`config.mk`:
```
export PLATFORM = sky130hd
export DESIGN_NAME = counter_ctrl
export DESIGN_NICKNAME = d
export VERILOG_FILES = /design/src/rtl/counter_ctrl.sv
export SDC_FILE = /design/constraint.sdc
export NUM_CORES = 1
export LEC_CHECK = 0
export CORE_MARGIN = 8
export CORE_UTILIZATION = 45
export DETAILED_ROUTE_END_ITERATION = 10
export MAX_ROUTING_LAYER = met4
export PLACE_DENSITY = 0.83
export SLEW_MARGIN = 0
export SYNTH_ARGS = -nofsm -noshare
export SYNTH_HDL_FRONTEND = slang
export SYNTH_SLANG_ARGS = --single-unit
export TNS_END_PERCENT = 30
```
`constraint.sdc`:
```
create_clock -name clk -period 2.26 [get_ports clk]
set_input_delay 0.226 -clock clk [delete_from_list [all_inputs] [get_ports clk]]
set_output_delay 0.226 -clock clk [all_outputs]
set_load 0.01 [all_outputs]
```
`src/rtl/counter_ctrl.sv`:
```
// counter_ctrl: start/stop/pause controlled up-counter with a latched terminal
// count, one-shot or auto-reload operation and a registered done pulse.
// Control priority within a cycle: rst > stop > pause > terminal count > increment.
// There is no valid/ready handshake here: start, stop and pause are plain
// level-sampled controls evaluated at every rising clock edge.
module counter_ctrl #(
    parameter int N = 4
) (
    input  logic         clk,
    input  logic         rst,
    input  logic         start,
    input  logic         stop,
    input  logic         pause,
    input  logic         mode,
    input  logic [N-1:0] tc_val,
    output logic [N-1:0] q,
    output logic         busy,
    output logic         done,
    output logic [1:0]   state
);

    typedef enum logic [1:0] {
        ST_IDLE  = 2'b00,
        ST_RUN   = 2'b01,
        ST_PAUSE = 2'b10
    } state_e;

    localparam logic [N-1:0] ZERO = '0;
    localparam logic [N-1:0] ONE  = {{(N-1){1'b0}}, 1'b1};

    state_e       state_q, state_d;
    logic [N-1:0] cnt_q, cnt_d;
    logic [N-1:0] tc_q, tc_d;
    logic         mode_q, mode_d;
    logic         done_q, done_d;

    // State and datapath registers; synchronous reset clears everything.
    always_ff @(posedge clk) begin
        if (rst) begin
            state_q <= ST_IDLE;
            cnt_q   <= ZERO;
            tc_q    <= ZERO;
            mode_q  <= 1'b0;
            done_q  <= 1'b0;
        end else begin
            state_q <= state_d;
            cnt_q   <= cnt_d;
            tc_q    <= tc_d;
            mode_q  <= mode_d;
            done_q  <= done_d;
        end
    end

    // Next-state and datapath logic; stop overrides every state.
    always_comb begin
        state_d = state_q;
        cnt_d   = cnt_q;
        tc_d    = tc_q;
        mode_d  = mode_q;
        done_d  = 1'b0;

        if (stop) begin
            state_d = ST_IDLE;
            cnt_d   = ZERO;
        end else begin
            case (state_q)
                ST_IDLE: begin
                    // tc_val and mode are only captured here, so changes
                    // while busy have no effect on the running sequence.
                    if (start) begin
                        state_d = ST_RUN;
                        cnt_d   = ZERO;
                        tc_d    = tc_val;
                        mode_d  = mode;
                    end
                end
                ST_RUN: begin
                    if (pause) begin
                        state_d = ST_PAUSE;
                    end else if (cnt_q == tc_q) begin
                        // Wrap at the terminal count, never by overflow.
                        cnt_d   = ZERO;
                        done_d  = 1'b1;
                        state_d = mode_q ? ST_RUN : ST_IDLE;
                    end else begin
                        cnt_d = cnt_q + ONE;
                    end
                end
                ST_PAUSE: begin
                    // Leaving pause costs one held cycle before counting resumes.
                    if (!pause) begin
                        state_d = ST_RUN;
                    end
                end
                default: begin
                    state_d = ST_IDLE;
                    cnt_d   = ZERO;
                end
            endcase
        end
    end

    assign q     = cnt_q;
    assign done  = done_q;
    assign state = state_q;
    assign busy  = (state_q == ST_RUN) || (state_q == ST_PAUSE);

endmodule

```
[Word level (Yosys, flattened, before mapping)]
Index checks and enable logic that the tools add are counted.
Word-level totals
  bits in registers: 12
  output and inout bits: 8
Cells by class
  add/sub/neg operators: 1
  equality and inequality tests: 7
  muxes and demuxes: 11
  bitwise operators: 3
  reductions and logical operators: 7
Operators by type and width (number)
  2-to-1 mux 4 bit: 3
  case mux 4 bit (3 select lines): 1
  AND reduction 3 bit: 3
  2-to-1 mux 2 bit: 4
  inequality test 2 bit (second input constant): 3
  case mux 2 bit (3 select lines): 1
  adder 4 x 1 -> 4 bit (second input constant): 1
  == test 4 bit: 1
  OR reduction 4 bit: 1
  inequality test 3 bit (second input constant): 1
  inverter 1 bit: 3
  == test 2 x 1 -> 1 bit (second input constant): 1
  == test 2 bit (second input constant): 1
  logical NOT 2 bit: 1
  2-to-1 mux 1 bit: 2
  OR reduction 2 bit: 1
  logical OR 1 bit: 1

[Logic depth before layout (Yosys ltp)]
Gate-level depths: netlist of the first run.
  depth in word-level cells: 4
  depth in mapped cells: 6
  gate-level depth less buffers: 6

[Least setup slack after synthesis of the first run]
OpenSTA, ideal clock, no wires.
  kind: register to register
  from: register state_q[0], in the netlist state[0]
  to: register cnt_q[3], in the netlist q[3]
  data arrival time: 1.600 ns
  data required time: 2.203 ns
  setup slack: 0.603 ns
  cell stages (with the launch flop): 7
  buffers on the path: 0
  clock period less this slack: 1.657 ns
  path through: dfxtp_1 inv_1 ha_1 nor2b_1 or4_4 a211oi_1 a21o_1
On the way
  word-level cells in the longest chain between the ends: 3
RTL lines
  start: declaration: RTL line 31  | state_e state_q, state_d;
  start signal: assignment: RTL line 46  | state_q <= state_d;
  == test 2 x 1 -> 1 bit (tied with other cells): RTL line 66  | case (state_q)
  inequality test 2 bit (no line) / inverter 1 bit (equally long branches)
  AND reduction 3 bit (no line)
  end signal: assignment: RTL line 47  | cnt_q <= cnt_d;
  end: declaration: RTL line 32  | logic [N-1:0] cnt_q, cnt_d;
Parallel ways exist; a longest one is shown, timed or not.
A chain may end at the register's enable or synchronous reset.

[Worst setup path after layout of the first run]
  from: register state_q[0], in the netlist state[0]
  to: output busy
On the way
  word-level cells in the longest chain between the ends: 2
RTL lines
  == test 2 x 1 -> 1 bit / == test 2 bit (equally long branches): RTL line 106  | assign busy = (state_q == ST_RUN) || (state_q == ST_PAUSE);
  logical OR 1 bit *: RTL line 106
  end: declaration: RTL line 17  | output logic busy,
Every way passes the cells marked *; elsewhere a longest branch is shown, timed or not.

==> metrics, run 1 <==
status=finished clean; Die ar.=between 2000 and 3000 sq um; reg-to-reg critical path endpoint=q[0]; FF-to-FF Start=state[0]; Synth Area in XOR/XNOR=roughly 5.4%; worst vdd ir=551 uV; largest fanout on the critical path=4; Synth Area in Simple Gates=22.3%; n_diodes=0; DRT iter0 DRCs=6; path depth of the worst reg2reg path=6; cell count of the worst hold path=2; critical path launch point type=flop; post_cts resized=0; DP Wirelength=approximately 1100 um; Fmax=0.563 GHz; CTS clk-pin slew, worst paths=70 ps; Slew @ Worst Pin=around 370 ps; critical path type=reg2out; Total GRT Usage=11.1%; Total Power=around 0.46 mW; Pre-antenna DRT Iters=2; Row Count=13; grt peak-use layer=met2; met2 Track Usage GR=16.8%; Final Setup Violations=0; post-synth top area share=36.9%; H-tree levels=1; Synth Area in Compound Gates=13.1%; area leader, netlist=dfxtp_1; Internal Power=0.354 mW; vias in the first global route=551; placer congestion estimate=0.802; layout cells sized above 1=7.87%; Max clock buf depth=2; dpl cell area=830 sq um; Routed wire per std cell=13.0 um; core area=1330 sq um; number of I/O port buffers=17; final WL=~1300 um; TritonCTS clock tree=yes; Post-Syn Area=652 sq um; clock insertion delay at the later pin of the skew report=270 ps; grt total ovfl=0; Hold Fails Final Rpt=0; first-pass GRT wire length=2300 um; Die Ht=54.1 um; clk root buf=clkbuf_4; Critical path buffers and inverters=2; Hold Crit Start=mode_q; Hold WC Path Type=reg2reg; Post-Synthesis Cells=69; Finished Cell Area=866 sq um; Syn Area/Cell=around 9.4 sq um; mux share of post-synthesis cell area=9.40%; switching share of power=23.6%; arrival time at the worst endpoint=approximately 1600 ps; DIE WIDTH=54.1 um; synth top area cells=dfxtp_1 (37%), ha_1 (9.6%), mux2i_1 (7.7%); CP cell instances=inv_1 > ha_1 > clkdlybuf4s50_1; RSZ-0062 raised after global routing=false; #FFs+latches synth=12; yosys warns=0; switching power=0.109 mW; crit path time final=1780 ps; clock power share=36.7%; crit path max-delay cell type=clkdlybuf4s50_1; multi-input logic area=389 sq um; Pwr per Cell Area=between 500 and 600 nW/um^2; Seq pwr share=48.0%; Leak=0.351 nW; critical path's top delay family=buffers and inverters; combinational power share=about 15%; Hold WS=around 530 ps; GR Layer Usage met1=about an eighth; net count after synthesis=84; Max Slew Vio Count=0; Num Clock Sinks=12; CP Data Required Time=2030 ps; R2R setup slack=490 ps; # Post-CTS Setup Buffers=0; final setup TNS=0 ps; Synth Area in Adders=under 10%; Final nets=105; Final ANT Viol Nets=0; max_cap viols=0; hold_buf cts=0; io pins=18; DRC errors left=0; register area share after synthesis=36.9%; clock skew=0.636 ps; period utilization=between 70 and 80%; flip-flop and latch area=240 sq um; Worst Hold End=mode_q; Syn-to-layout area delta=32.8%; met3 Use GR=5.23%; antenna violations before repair=0; Num CTS Buffers=3; Starting Density=48.9%; slowest stage delay, CP=~530 ps; via count=around 560; Worst slew margin=74.9%; largest family of logic cells by synthesized area=simple AND/OR/NAND/NOR gates; distinct cell type count after synthesis=30; routed vias/inst=5.38; largest net degree at the start of global routing=8; CP Capture Type=primary output; fill cell count=125
==> worst max-delay path by stage <==
stage,from,end,slack (ps),depth (start not counted)
2_1_floorplan,state[0],q[3],600,6
3_3_place_gp,rst,q[0],340,5
3_5_place_dp,rst,q[3],300,5
4_1_cts,state[1],busy,460,3
5_1_grt,state[0],q[0],370,6
6_report,state[0],busy,480,3
==> sequential cells by signal, summed over array words and instances (netlist names) <==
| signal | cells |
|---|---|
| q | 4 |
| tc_q | 4 |
| state | 2 |
| done | 1 |
| mode_q | 1 |
==> area by class of cell <==
type / instances / area share (%)
multi-input cells: 53 / 44.9
flip-flops and latches: 12 / 27.7
repair buffers: 17 / 19.7
clock buffers: 4 / 4.19
well taps: 15 / 2.17
inverters: 3 / 1.30
==> kinds of logic (layout without fill, tap and decap cells) <==
group,count (synthesis),after routing
AND/OR/NAND/NOR,26,26
AO/OA/AOI/OAI,12,12
flip-flops,12,12
multiplexers,6,6
adder cells (fa/ha/maj),5,5
XOR/XNOR,4,4
buffers and inverters,4,24
==> through the flow <==
step / instances / util (%) / setup slack (ps)
after CTS: 104 / 64.9 / 462
after global routing: 104 / 64.9 / 367
after floorplan: 69 / - / 603
after global placement: 100 / 62.2 / 339
final: 104 / 64.9 / 482
after detailed placement: 100 / 62.2 / 301
==> cell usage in the layout (no fill, tap or decap), types with 2 or more instances in the layout <==
cell             Yosys  layout
a211oi_1             2       2
inv_1                3       3
a21o_1               2       2
nand3_1              2       2
mux2i_1              5       5
dfxtp_1             12      12
clkdlybuf4s50_1      0      17
nand4_1              2       2
clkbuf_4             0       3
xnor2_1              4       4
ha_1                 5       5
nor2_1               9       9
o21ai_0              2       2
nand2b_1             2       2
nor2b_1              2       2
==> power groups by stage <==
| stage | Combinational [mW] | Sequential [mW] | Clock, mW |
|---|---|---|---|
| 2_1_floorplan | 0.0412 | 0.227 | 0 |
| 3_3_place_gp | 0.0697 | 0.227 | 0 |
| 3_5_place_dp | 0.0703 | 0.228 | 0 |
| 4_1_cts | 0.0709 | 0.223 | 0.175 |
| 5_1_grt | 0.0778 | 0.223 | 0.191 |
| 6_report | 0.0706 | 0.222 | 0.170 |
==> synth_stat cells <==
library cell / instances
a211oi_1: 2
a21o_1: 2
a21oi_1: 1
a22o_1: 1
a311oi_1: 1
a31oi_1: 1
a41oi_1: 1
and4_1: 1
buf_6: 1
dfxtp_1: 12
ha_1: 5
inv_1: 3
mux2_2: 1
mux2i_1: 5
nand2_1: 1
nand2b_1: 2
nand3_1: 2
nand3b_1: 1
nand4_1: 2
nand4b_1: 1
nor2_1: 9
nor2b_1: 2
nor3_1: 1
o21ai_0: 2
o31ai_1: 1
or2_1: 1
or2_2: 1
or3_1: 1
or4_4: 1
xnor2_1: 4
==> metal layers <==
layer	part of all wire (%)	routed length, um
met2	47	640
met1	43	580
met5	0	0
met4	2.3	31
met3	7.1	96
==> worst min-delay path: cells and delay by family, from the launching register on <==
family        cells  cell delay [ps]
flops             1              340
simple gates      1               90
mux               1               70
Power figures use the tool's default switching activity.
==> inputs of run 2 (changes only) <==
- clock period: 2.26 -> 1.7 ns (I/O delays scaled with it)
==> metrics, run 2 (same netlist as run 1, synthesis figures left out) <==
Worst slew margin=77.6%; Seq pwr share=46.6%; combinational power share=roughly 18%; Hold WC Path Type=reg2reg; CTS clk-pin slew, worst paths=80 ps; crit path time final=1640 ps; most frequent cells in the layout=clkdlybuf4s50_1 (16), dfxtp_1 (12), nor2_1 (8); Num CTS Buffers=3; H-tree levels=1; Max clock buf depth=2; largest net degree at the start of global routing=8; core area=1330 sq um; Die ar.=about 2900 sq um; Syn-to-layout area delta=43.6%; Internal Power=approximately 0.48 mW; number of I/O port buffers=17; DP Wirelength=1110 um; critical path launch point type=flop; first-pass GRT wire length=2660 um; Starting Density=48.9%; layout cells sized above 1=18.9%; vias in the first global route=around 650; Hold WS=505 ps; io pins=18; Routed wire per std cell=13.6 um; grt total ovfl=0; worst vdd ir=between 400 and 500 uV; final core utilization=70.2%; placer congestion estimate=0.828; final WL=1490 um; DIE WIDTH=around 54 um; final setup TNS=0 ps; Final Setup Violations=0; largest fanout on the critical path=4; Slew @ Worst Pin=336 ps; period utilization=96.6%; arrival time at the worst endpoint=1870 ps; Leak=0.400 nW; Die Ht=54.1 um; TritonCTS clock tree=yes; Total GRT Usage=12.3%; via count=609; critical path type=reg2reg; DRC errors left=0; Final nets=about 110; Pwr per Cell Area=675 nW/um^2; commonest non-fill, non-tap cell in the layout=clkdlybuf4s50_1; Fmax=0.609 GHz; Final ANT Viol Nets=0; CP Data Required Time=1930 ps; antenna violations before repair=0; clock power share=35.8%; DRT iter0 DRCs=11; routed vias/inst=between 5 and 6; Num Clock Sinks=12; clk root buf=clkbuf_4; Row Count=13; switching share of power=roughly 24%; CP Capture Type=flop; status=finished clean; max_cap viols=0; Pre-antenna DRT Iters=4; RSZ-0062 raised after global routing=true; clock skew=approximately 5.3 ps; switching power=0.152 mW; Max Slew Vio Count=0; n_diodes=0; Hold Fails Final Rpt=0; clock insertion delay at the later pin of the skew report=280 ps
-- run 2: layer usage --
layer  wire, um  up-vias  GRT usage [%]
li1           -      303              -
met1        642      282           14.0
met2        733       20           19.5
met3         95        4           4.13
met4         22        0           4.92
met5          0        -              -
-- run 2: stage by stage --
| step | power [mW] | std cells | cell area (sq um) | worst slack (ps) |
|---|---|---|---|---|
| detailed placement | 0.404 | 106 | 875 | 8.98 |
| global placement | 0.403 | 106 | 875 | 5.28 |
| CTS | 0.630 | 110 | 911 | 29.9 |
| global route | 0.658 | 110 | 936 | -16.4 |
| floorplan | 0.357 | 69 | 652 | 43.0 |
| finish | 0.631 | 110 | 936 | 57.3 |
-- run 2: area by class of cell --
cell class	count	area [sq um]
Fill cell	106	398
Tap cell	15	18.8
Inverter	3	11.3
Sequential cell	12	240
Timing Repair Buffer	23	218
Clock buffer	4	36.3
Multi-Input combinational cell	53	412
-- run 2: final timing paths --
kind	start	endpoint	slack, ps	depth (start not counted)
setup reg to reg	state[0]	q[0]	60	6
hold / removal	mode_q	mode_q	510	2
setup / recovery	state[0]	q[0]	60	6
hold reg to reg	mode_q	mode_q	510	2
-- run 2: timing repair --
action / 4_1_cts / 5_1_grt
resized for setup: 0 / 6
hold buffers: 0 / 0
endpoints found under the hold margin: 0 / 0
setup endpoints to repair: 0 / 6
setup buffers: 0 / 0
-- run 2: power by group through the flow --
stage	sequential, mW	combinational [mW]	clock [mW]
floorplan	0.302	0.0548	0
global placement	0.301	0.102	0
detailed placement	0.301	0.103	0
CTS	0.295	0.105	0.231
global route	0.295	0.122	0.240
finish	0.294	0.111	0.226
-- run 2: worst max-delay path, stage by stage (launching register included) --
cell     delay (ps)
dfxtp_1         340
inv_1            70
ha_1            230
nor2b_2         190
or4_4           510
nor2_2          110
mux2_2          150
